`config.mk`:
```
export PLATFORM = sky130hd
export DESIGN_NAME = rv32i_itcm_arbiter_flat
export DESIGN_NICKNAME = d
export VERILOG_FILES = /design/src/rtl/rv32i_pkg.sv /design/src/rtl/rv32i_itcm_arbiter_if.sv /design/src/rtl/rv32i_prio_starve.sv /design/src/rtl/rv32i_itcm_arbiter.sv /design/src/flat_wrapper.sv
export SDC_FILE = /design/constraint.sdc
export NUM_CORES = 1
export LEC_CHECK = 0
export ABC_CLOCK_PERIOD_IN_PS = 1500
export BUFFER_PORTS_ARGS = -buffer_cell sky130_fd_sc_hd__buf_2
export CAP_MARGIN = 30
export CELL_PAD_IN_SITES_DETAIL_PLACEMENT = 1
export CELL_PAD_IN_SITES_GLOBAL_PLACEMENT = 1
export CORE_MARGIN = 2
export CORE_UTILIZATION = 13
export DETAILED_ROUTE_END_ITERATION = 8
export PLACE_DENSITY_LB_ADDON = 0.1
export REMOVE_ABC_BUFFERS = 1
export SETUP_SLACK_MARGIN = 0.05
export SYNTH_ARGS = -nofsm -noshare
export SYNTH_HDL_FRONTEND = slang
export SYNTH_SLANG_ARGS = --single-unit
```
`constraint.sdc`:
```
create_clock -name clk -period 1.5 [get_ports clk]
set_clock_uncertainty 0.1 [all_clocks]
set_input_delay 0.15 -clock clk [delete_from_list [all_inputs] [get_ports clk]]
set_output_delay 0.15 -clock clk [all_outputs]
set_load 0.03 [all_outputs]
```
`src/rtl/rv32i_pkg.sv`:
```
// -----------------------------------------------------------------------------
// rv32i_pkg
// Shared definitions for the RV32I tightly-coupled memory arbiters.
//   rsp_owner_e     : owner of the in-flight RAM access (NONE/IF/LD/ST)
//   ITCM_ADDR_WIDTH : ITCM byte address width
//   ITCM_RAM_SIZE   : ITCM size in bytes
// -----------------------------------------------------------------------------
package rv32i_pkg;

    localparam int unsigned ITCM_ADDR_WIDTH = 16;
    localparam int unsigned ITCM_RAM_SIZE   = 1 << ITCM_ADDR_WIDTH;

    typedef enum logic [1:0] {
        OWN_NONE = 2'd0,
        OWN_IF   = 2'd1,
        OWN_LD   = 2'd2,
        OWN_ST   = 2'd3
    } rsp_owner_e;

endpackage

```
`src/rtl/rv32i_itcm_arbiter_if.sv`:
```
// -----------------------------------------------------------------------------
// rv32i_itcm_arbiter_if
// Bundles the fetch port, the load/store port and the ITCM RAM port of the
// ITCM arbiter.
//   slave  : the arbiter side (takes requests and RAM read data, drives
//            readies, responses and the RAM access)
//   master : the core/RAM side (drives requests and RAM read data)
// -----------------------------------------------------------------------------
interface rv32i_itcm_arbiter_if #(
    parameter int unsigned WORD_WIDTH = 32,
    parameter int unsigned ADDR_WIDTH = 16,
    parameter int unsigned MASK_WIDTH = 4
);
    // Fetch port
    logic                    if_req_valid;
    logic                    if_req_ready;
    logic [ADDR_WIDTH-1:0]   if_req_addr;
    logic                    if_rsp_valid;
    logic [WORD_WIDTH-1:0]   if_rsp_rdata;

    // Load/store port
    logic                    ls_req_valid;
    logic                    ls_req_ready;
    logic [ADDR_WIDTH-1:0]   ls_req_addr;
    logic [MASK_WIDTH-1:0]   ls_req_wen;
    logic [WORD_WIDTH-1:0]   ls_req_wdata;
    logic                    ls_rsp_valid;
    logic [WORD_WIDTH-1:0]   ls_rsp_rdata;

    // RAM port
    logic                    ram_cs;
    logic                    ram_we;
    logic [MASK_WIDTH-1:0]   ram_wem;
    logic [ADDR_WIDTH-3:0]   ram_addr;
    logic [WORD_WIDTH-1:0]   ram_wdata;
    logic [WORD_WIDTH-1:0]   ram_rdata;

    modport slave (
        input  if_req_valid, if_req_addr,
        output if_req_ready, if_rsp_valid, if_rsp_rdata,
        input  ls_req_valid, ls_req_addr, ls_req_wen, ls_req_wdata,
        output ls_req_ready, ls_rsp_valid, ls_rsp_rdata,
        output ram_cs, ram_we, ram_wem, ram_addr, ram_wdata,
        input  ram_rdata
    );

    modport master (
        output if_req_valid, if_req_addr,
        input  if_req_ready, if_rsp_valid, if_rsp_rdata,
        output ls_req_valid, ls_req_addr, ls_req_wen, ls_req_wdata,
        input  ls_req_ready, ls_rsp_valid, ls_rsp_rdata,
        input  ram_cs, ram_we, ram_wem, ram_addr, ram_wdata,
        output ram_rdata
    );

endinterface

```
`src/rtl/rv32i_prio_starve.sv`:
```
// -----------------------------------------------------------------------------
// rv32i_prio_starve
// Two-input fixed-priority selector with a starvation counter. The high
// priority input wins contention unless the low priority input has been
// denied STARVE_MAX consecutive cycles, in which case the low input wins.
//   clk, rst_n  : clock, asynchronous active-low reset
//   hi_valid_i  : high priority request (load/store on the ITCM)
//   lo_valid_i  : low priority request (fetch on the ITCM)
//   hi_grant_o  : high priority request granted this cycle
//   lo_grant_o  : low priority request granted this cycle
// -----------------------------------------------------------------------------
module rv32i_prio_starve #(
    parameter int unsigned STARVE_MAX = 4   // 1..15
) (
    input  logic clk,
    input  logic rst_n,
    input  logic hi_valid_i,
    input  logic lo_valid_i,
    output logic hi_grant_o,
    output logic lo_grant_o
);

    localparam logic [3:0] CNT_MAX = 4'(STARVE_MAX);

    logic [3:0] starve_cnt_q;
    logic [3:0] starve_cnt_d;
    logic       starved;

    assign starved = (starve_cnt_q == CNT_MAX);

    // Grants are exclusive by construction: hi only when lo is not granted.
    always_comb begin
        lo_grant_o = lo_valid_i & (~hi_valid_i | starved);
        hi_grant_o = hi_valid_i & ~lo_grant_o;
    end

    // Counts consecutive denials of a pending low request; any cycle where
    // the low side is granted or idle restarts the count.
    always_comb begin
        starve_cnt_d = '0;
        if (lo_valid_i && !lo_grant_o) begin
            starve_cnt_d = (starve_cnt_q == 4'hF) ? starve_cnt_q : starve_cnt_q + 4'd1;
        end
    end

    always_ff @(posedge clk or negedge rst_n) begin
        if (!rst_n) begin
            starve_cnt_q <= '0;
        end else begin
            starve_cnt_q <= starve_cnt_d;
        end
    end

endmodule

```
`src/rtl/rv32i_itcm_arbiter.sv`:
```
// -----------------------------------------------------------------------------
// rv32i_itcm_arbiter
// Shares a single-port ITCM (one-cycle registered read, per-byte write mask)
// between instruction fetch and the load/store unit (which also acts as the
// program loader). At most one request is granted per cycle; the response
// for a grant in cycle T is presented in T+1 to the owning requester.
//   clk, rst_n : clock, asynchronous active-low reset
//   bus_if     : fetch port, load/store port and RAM port (slave modport)
// -----------------------------------------------------------------------------
module rv32i_itcm_arbiter
    import rv32i_pkg::*;
#(
    parameter int unsigned WORD_WIDTH = 32,
    parameter int unsigned ADDR_WIDTH = ITCM_ADDR_WIDTH,
    parameter int unsigned MASK_WIDTH = 4,
    parameter int unsigned STARVE_MAX = 4
) (
    input  logic                  clk,
    input  logic                  rst_n,
    rv32i_itcm_arbiter_if.slave   bus_if
);

    logic       if_valid;
    logic       ls_valid;
    logic       if_gnt;
    logic       ls_gnt;
    rsp_owner_e rsp_owner_q;
    rsp_owner_e rsp_owner_d;
    logic       unused_addr_lsb;

    // Requests are masked while reset is held so every output reads 0.
    assign if_valid = bus_if.if_req_valid & rst_n;
    assign ls_valid = bus_if.ls_req_valid & rst_n;

    rv32i_prio_starve #(
        .STARVE_MAX (STARVE_MAX)
    ) u_prio_starve (
        .clk        (clk),
        .rst_n      (rst_n),
        .hi_valid_i (ls_valid),
        .lo_valid_i (if_valid),
        .hi_grant_o (ls_gnt),
        .lo_grant_o (if_gnt)
    );

    assign bus_if.if_req_ready = if_gnt;
    assign bus_if.ls_req_ready = ls_gnt;

    // RAM drive; byte offset bits are dropped, idle cycles drive zero.
    always_comb begin
        bus_if.ram_cs    = if_gnt | ls_gnt;
        bus_if.ram_addr  = '0;
        bus_if.ram_wem   = '0;
        bus_if.ram_wdata = '0;
        if (ls_gnt) begin
            bus_if.ram_addr  = bus_if.ls_req_addr[ADDR_WIDTH-1:2];
            bus_if.ram_wem   = bus_if.ls_req_wen;
            bus_if.ram_wdata = bus_if.ls_req_wdata;
        end else if (if_gnt) begin
            bus_if.ram_addr  = bus_if.if_req_addr[ADDR_WIDTH-1:2];
        end
    end

    assign bus_if.ram_we   = |bus_if.ram_wem;
    assign unused_addr_lsb = ^{bus_if.if_req_addr[1:0], bus_if.ls_req_addr[1:0]};

    always_comb begin
        rsp_owner_d = OWN_NONE;
        if (if_gnt) begin
            rsp_owner_d = OWN_IF;
        end else if (ls_gnt) begin
            rsp_owner_d = (|bus_if.ls_req_wen) ? OWN_ST : OWN_LD;
        end
    end

    // Reset clears the owner, which drops any response still in flight.
    always_ff @(posedge clk or negedge rst_n) begin
        if (!rst_n) begin
            rsp_owner_q <= OWN_NONE;
        end else begin
            rsp_owner_q <= rsp_owner_d;
        end
    end

    // Response steering from the registered owner; RAM data is valid now.
    always_comb begin
        bus_if.if_rsp_valid = (rsp_owner_q == OWN_IF);
        bus_if.if_rsp_rdata = (rsp_owner_q == OWN_IF) ? bus_if.ram_rdata : '0;
        bus_if.ls_rsp_valid = (rsp_owner_q == OWN_LD) || (rsp_owner_q == OWN_ST);
        bus_if.ls_rsp_rdata = (rsp_owner_q == OWN_LD) ? bus_if.ram_rdata : '0;
    end

endmodule

```
`src/flat_wrapper.sv`:
```
// flat-port wrapper written by rule: the top's interface ports become plain ports
module rv32i_itcm_arbiter_flat import rv32i_pkg::*;
#(
    parameter int unsigned WORD_WIDTH = 32,
    parameter int unsigned ADDR_WIDTH = ITCM_ADDR_WIDTH,
    parameter int unsigned MASK_WIDTH = 4,
    parameter int unsigned STARVE_MAX = 4
)
  (clk, rst_n, bus_if_if_req_valid, bus_if_if_req_addr, bus_if_if_req_ready, bus_if_if_rsp_valid, bus_if_if_rsp_rdata, bus_if_ls_req_valid, bus_if_ls_req_addr, bus_if_ls_req_wen, bus_if_ls_req_wdata, bus_if_ls_req_ready, bus_if_ls_rsp_valid, bus_if_ls_rsp_rdata, bus_if_ram_cs, bus_if_ram_we, bus_if_ram_wem, bus_if_ram_addr, bus_if_ram_wdata, bus_if_ram_rdata);
  rv32i_itcm_arbiter_if #(.WORD_WIDTH(WORD_WIDTH), .ADDR_WIDTH(ADDR_WIDTH), .MASK_WIDTH(MASK_WIDTH)) bus_if_i ();
  input  logic clk;
  input  logic rst_n;
  input wire logic [$bits(bus_if_i.if_req_valid)-1:0] bus_if_if_req_valid;
  input wire logic [$bits(bus_if_i.if_req_addr)-1:0] bus_if_if_req_addr;
  output wire logic [$bits(bus_if_i.if_req_ready)-1:0] bus_if_if_req_ready;
  output wire logic [$bits(bus_if_i.if_rsp_valid)-1:0] bus_if_if_rsp_valid;
  output wire logic [$bits(bus_if_i.if_rsp_rdata)-1:0] bus_if_if_rsp_rdata;
  input wire logic [$bits(bus_if_i.ls_req_valid)-1:0] bus_if_ls_req_valid;
  input wire logic [$bits(bus_if_i.ls_req_addr)-1:0] bus_if_ls_req_addr;
  input wire logic [$bits(bus_if_i.ls_req_wen)-1:0] bus_if_ls_req_wen;
  input wire logic [$bits(bus_if_i.ls_req_wdata)-1:0] bus_if_ls_req_wdata;
  output wire logic [$bits(bus_if_i.ls_req_ready)-1:0] bus_if_ls_req_ready;
  output wire logic [$bits(bus_if_i.ls_rsp_valid)-1:0] bus_if_ls_rsp_valid;
  output wire logic [$bits(bus_if_i.ls_rsp_rdata)-1:0] bus_if_ls_rsp_rdata;
  output wire logic [$bits(bus_if_i.ram_cs)-1:0] bus_if_ram_cs;
  output wire logic [$bits(bus_if_i.ram_we)-1:0] bus_if_ram_we;
  output wire logic [$bits(bus_if_i.ram_wem)-1:0] bus_if_ram_wem;
  output wire logic [$bits(bus_if_i.ram_addr)-1:0] bus_if_ram_addr;
  output wire logic [$bits(bus_if_i.ram_wdata)-1:0] bus_if_ram_wdata;
  input wire logic [$bits(bus_if_i.ram_rdata)-1:0] bus_if_ram_rdata;
  assign bus_if_i.if_req_valid = bus_if_if_req_valid;
  assign bus_if_i.if_req_addr = bus_if_if_req_addr;
  assign bus_if_if_req_ready = bus_if_i.if_req_ready;
  assign bus_if_if_rsp_valid = bus_if_i.if_rsp_valid;
  assign bus_if_if_rsp_rdata = bus_if_i.if_rsp_rdata;
  assign bus_if_i.ls_req_valid = bus_if_ls_req_valid;
  assign bus_if_i.ls_req_addr = bus_if_ls_req_addr;
  assign bus_if_i.ls_req_wen = bus_if_ls_req_wen;
  assign bus_if_i.ls_req_wdata = bus_if_ls_req_wdata;
  assign bus_if_ls_req_ready = bus_if_i.ls_req_ready;
  assign bus_if_ls_rsp_valid = bus_if_i.ls_rsp_valid;
  assign bus_if_ls_rsp_rdata = bus_if_i.ls_rsp_rdata;
  assign bus_if_ram_cs = bus_if_i.ram_cs;
  assign bus_if_ram_we = bus_if_i.ram_we;
  assign bus_if_ram_wem = bus_if_i.ram_wem;
  assign bus_if_ram_addr = bus_if_i.ram_addr;
  assign bus_if_ram_wdata = bus_if_i.ram_wdata;
  assign bus_if_i.ram_rdata = bus_if_ram_rdata;
  rv32i_itcm_arbiter #(.WORD_WIDTH(WORD_WIDTH), .ADDR_WIDTH(ADDR_WIDTH), .MASK_WIDTH(MASK_WIDTH), .STARVE_MAX(STARVE_MAX)) u_core (.clk(clk), .rst_n(rst_n), .bus_if(bus_if_i));
endmodule
```
Word-level counts from Yosys, hierarchy flattened

Cells that the tools add are included.

Bits in latches: 0
Word-level logic and storage cells: 33
Register bits: 6
Memories: 0
Memory bits (read-only): 0
Bits in writable memories: 0
Input port bits: 104

Shift operators: 0
Reductions and logical operators: 5
Muxes and demuxes: 11
Equality and inequality tests: 6
Order comparisons: 0
Divide/modulo/power cells: 0
Add/sub/neg operators: 1
Bitwise logic cells: 8
Multiply operators: 0

Operators by type and width:

| operator            | number |
|---|---|
| $mux 32             | 3 |
| $mux 14             | 2 |
| $mux 4              | 3 |
| $reduce_or 4->1     | 2 |
| $add 4x1->4 const B | 1 |
| $and 1x1->1         | 4 |
| $eq 2x2->1 const B  | 2 |
| $eq 4x3->1 const B  | 1 |
| $eq 4x4->1 const B  | 1 |
| $mux 2              | 2 |
| $eq 2x1->1 const B  | 1 |
| $ne 2x2->1 const B  | 1 |
| $not 1->1           | 2 |
| $or 1x1->1          | 2 |
| $logic_and 1x1->1   | 1 |
| $logic_not 1->1     | 1 |
| $logic_or 1x1->1    | 1 |
| $mux 1              | 1 |

Longest topological paths before layout

Depth after elaboration: 8
Gate-level depth with buffers: 6
Gate-level depth less buffers: 5

Modules after synthesis

Synthesis repeated with hierarchy kept, for this count alone.

Cell total of the unflattened synthesis: 165
Area, all modules: 1177.4 um^2

By module, submodules not included:

| module             | times used | seq. area each (um^2) | area an instance (um^2) | cells each |
|---|---|---|---|---|
| rv32i_itcm_arbiter | 1          | 50.0                  | 930.9                   | 139 |
| rv32i_prio_starve  | 1          | 100.1                 | 246.5                   | 26 |

Worst setup path after synthesis

Ideal clock, no wire load.

Path kind: register to output
Start point: register u_core.u_prio_starve.starve_cnt_q[0]
End point: output bus_if_ram_addr[11]
Path slack: -0.284 ns
Arrival: 1.534 ns
Stages on the path, launching flop included: 7
Path through: dfrtp_1 > inv_1 > ha_1 > nand3b_1 > a21oi_4 > buf_6 > a22o_1

Cells in the longest elaborated chain, start to end: 6
Elaborated cells between the ends (all ways): 7
Classes of those cells: eq/ne: 1; mux: 2; bitwise: 4

RTL lines:

| item                          | RTL line                 | RTL |
|---|---|---|
| from (decl)                   | rv32i_prio_starve.sv:25  | `logic [3:0] starve_cnt_q;` |
| from (signal assigned)        | rv32i_prio_starve.sv:50  | `starve_cnt_q <= starve_cnt_d;` |
| $eq 4x3->1 (*)                | rv32i_prio_starve.sv:29  | `assign starved = (starve_cnt_q == CNT_MAX);` |
| $or 1x1->1 (*)                | rv32i_prio_starve.sv:33  | `lo_grant_o = lo_valid_i & (~hi_valid_i \| starved);` |
| $and 1x1->1 (*)               | rv32i_prio_starve.sv:33  |  |
| named net bus_if_if_req_ready | flat_wrapper.sv:15       | `output wire logic [$bits(bus_if_i.if_req_ready)-1:0] bus_if_if_req_ready;` |
| $not 1->1                     | rv32i_prio_starve.sv:34  | `hi_grant_o = hi_valid_i & ~lo_grant_o;` |
| $and 1x1->1                   | rv32i_prio_starve.sv:34  |  |
| $mux 14 (*)                   | rv32i_itcm_arbiter.sv:55 | `if (ls_gnt) begin` |
| to (decl)                     | flat_wrapper.sv:28       | `output wire logic [$bits(bus_if_i.ram_addr)-1:0] bus_if_ram_addr;` |

The timed path passes the listed nets; every way through them passes the cells marked *.

Final worst setup path

Start point: register u_core.u_prio_starve.starve_cnt_q[0]
End point: output bus_if_ram_addr[4]

Cells in the longest elaborated chain, start to end: 6
Elaborated cells between the ends (all ways): 7
Classes of those cells: eq/ne: 1; mux: 2; bitwise: 4

RTL lines:

| item            | RTL line |
|---|---|
| $eq 4x3->1 (*)  | rv32i_prio_starve.sv:29 |
| $or 1x1->1 (*)  | rv32i_prio_starve.sv:33 |
| $and 1x1->1 (*) | rv32i_prio_starve.sv:33 |
| $not 1->1       | rv32i_prio_starve.sv:34 |
| $and 1x1->1     | rv32i_prio_starve.sv:34 |
| $mux 14 (*)     | rv32i_itcm_arbiter.sv:55 |

Every way passes the cells marked *; elsewhere a longest branch is shown, timed or not.

==> impl_metrics.toml <==
[place]
dp_cells = 492
port_buffers = 219
detailed_place_hpwl_microns = 5530
place.gp.congestion = 0.659

[detailed_routing]
vias = 2135
drt_wl_total_microns = 8120
antenna_left = 0
drtPass1Iterations = 2
viasPerCell = 4.17
drt_iter0_drc = 16
drc = 0
post_drt_wl_per_cell_microns = 15.9

[setup_path]
reg2reg_to = "u_core.u_prio_starve.starve_cnt_q[2]"
cp_slowest_cell = "dfrtp_1"
rr_worst_depth = 6
cp-end-kind = "output port"
r2r_slack_ns = 0.03
cp_num_cells = 7
critPathLaunch = "u_core.u_prio_starve.starve_cnt_q[0]"
cpPeakStageDelay_ns = 0.38
crit_top_cell = "buf_12"
path_max_fanout = 12
crit_chain = "inv_2, ha_4, a41oi_4, buf_12, buf_12, a22o_2, buf_6"
cp_num_buf_inv = 4
critPathCapture = "bus_if_ram_addr[4]"
rr_startpoint = "u_core.u_prio_starve.starve_cnt_q[0]"
start_kind = "flop"
path_class = "flop to output port"
worstPathArrival_ns = 1.66
crit_family = "buffers and inverters"
crit_required_ns = 1.25

[global_routing]
grt_max_degree = 42
grt_pass1_vias = 2176
grt_antenna_before_repair = 0
grt.overflow.total = 0
globalRouteTotalUtil = 0.136
grt_pass1_wl_microns = 11000

[status]
violations = "setup timing"
outcome = "complete, but fails checks"

[cts]
clk_pin_slew_worst_paths_ns = 0.03
insertion_delay_ns = 0.22
tritoncts = "built"
root_buffer = "clkbuf_8"
cts_sinks = 6
clockBufferDepth = 2
cts_buffers = 3
htree_levels = 1

[synthesis]
ys_ff_latch = 6
yosysUniqueCellTypes = 26
synth-seq-area-share = 0.123
synth_cells = 161
ys.flop_type = "dfrtp_1"
netlist.area_leader.share = 0.514
synth.largest_area_cell = "and2_1"
syn-mean-instance-area_sq_um = 7.55
yosysWarningCount = 0
synth_area_leaders = "and2_1, dfrtp_1, a22o_2"
async_flop_share = 1.00
synthesis.area_sq_mm = 0.00122
synth_edf_count = 0

[power_and_ir_drop]
post-layout-total-power_mw = 1.63
p_per_area_mw_per_mm2 = 426
ir_drop_uv = 186
p_leak_nw = 1.99

[cells_and_area]
antenna_cells = 0
fin_cells = 512
fin_nets = 509
drive_above_1_share = 0.893
syn_to_final_growth_pct = 214

[sta]
fin_ws_ns = -0.410
relSlewSlack = 0.707
worstMarginPinSlew_ns = 0.435
drv_slew = 0
fin_setup_tns_ns = -24.52
rsz0062_at_grt = "yes"
finalHoldViolCount = 0
final.min_clock_period_ns = 1.91
fmax_mhz = 523
setup_viol = 117
fin_crit_sh = 1.27

[floorplanning]
die_area_sq_mm = 0.0101
start_util = 0.133
die_h_microns = 101
die-width_microns = 101
core-area_sq_mm = 0.00915
fp-row-count = 35
boundaryPins = 224

[run]
cap_violations = 0

[hold_path]
hold_path.class = "input pin to flop"
registers in the layout, indices dropped and copies added, names as in the netlist:
register                           count
u_core.rsp_owner_q                     2
u_core.u_prio_starve.starve_cnt_q      4
cell usage in the layout, fill, tap and decap left out, types with 2 or more instances in the layout:
master	n
nor2_1	3
clkbuf_8	3
and2_1	17
buf_4	10
clkbuf_16	4
and2_4	83
a22o_1	3
nor2b_4	2
buf_6	126
inv_2	2
dfrtp_1	6
buf_12	7
a22o_2	11
buf_2	101
cell type report:
cell class | instances | area [sq um]
Clock buffer | 3 | 41.3
Inverter | 3 | 11.3
Tap cell | 111 | 139
Fill cell | 1047 | 5340
Sequential cell | 6 | 150
Timing Repair Buffer | 250 | 2260
Multi-Input combinational cell | 139 | 1210
how the worst min path moves through the flow:
stage | slack, ns | start | end | cells past startpoint
global placement | -0.01 | rst_n | u_core.u_prio_starve.starve_cnt_q[3] | 2
finish | 0.17 | bus_if_ls_req_valid | u_core.rsp_owner_q[0] | 3
CTS | 0.17 | bus_if_ls_req_valid | u_core.rsp_owner_q[0] | 3
floorplan | -0.25 | rst_n | u_core.rsp_owner_q[0] | 0
global route | 0.19 | bus_if_ls_req_valid | u_core.rsp_owner_q[0] | 3
detailed placement | -0.01 | rst_n | u_core.u_prio_starve.starve_cnt_q[3] | 2
synthesized netlist by cell type, types with 2 or more instances:
cell / count
inv_1: 3
ha_1: 2
nor3_1: 2
clkbuf_1: 7
dfrtp_1: 6
and2_1: 100
nor2b_1: 2
a22o_2: 11
buf_6: 6
nor2_1: 3
a22o_1: 3
nand3_1: 2
timing repair:
item / in CTS / in global routing
setup buffers: 9 / 3
pin swaps: 49 / 24
gates cloned: 6 / 4
endpoints found under the setup margin: 121 / 123
hold buffers: 1 / 0
hold endpoints to repair: 6 / 0
resized for setup: 307 / 44
per-layer routing:
| layer | global-route usage | vias up | share of wire |
|---|---|---|---|
| li1 | - | 998 | - |
| met4 | 0.0295 | 0 | 0.0090 |
| met1 | 0.135 | 981 | 0.33 |
| met2 | 0.280 | 149 | 0.56 |
| met3 | 0.0333 | 7 | 0.099 |
| met5 | 0 | - | 0 |
worst register-to-register path: stages, from the launching register on:
cell and delay [ns]:
dfrtp_1 0.35, inv_2 0.05, ha_4 0.16, nand3b_1 0.14, buf_4 0.14, nand4_1 0.19
nor3_2 0.26
where the power goes:
part           internal, mW  total (mW)  switching [mW]
clock network         0.172       0.240          0.0675
logic                 0.627        1.22           0.589
registers             0.168       0.172         0.00452
total                 0.967        1.63           0.661
cells by family (layout without fill, tap and decap cells):
group | after synthesis | count (layout) | synth area share
fa+ha+maj | 2 | 2 | 0.0206
flops | 6 | 6 | 0.123
xor+xnor | 1 | 1 | 0.00720
compound gates | 19 | 19 | 0.167
simple gates | 116 | 116 | 0.587
buf+inv | 16 | 256 | 0.0864
mux | 1 | 1 | 0.00823
per-stage QoR:
| stage | util | hold WS [ns] | cell area [sq um] | setup WS (ns) |
|---|---|---|---|---|
| after floorplan | - | -0.246 | 1120 | -0.793 |
| after global placement | 0.275 | -0.0140 | 2510 | -0.190 |
| after detailed placement | 0.275 | -0.0113 | 2510 | -0.226 |
| after CTS | 0.402 | 0.174 | 3680 | -0.378 |
| after global routing | 0.417 | 0.194 | 3820 | -0.447 |
| final | 0.417 | 0.172 | 3820 | -0.410 |
(Power assumes the default switching activity.)
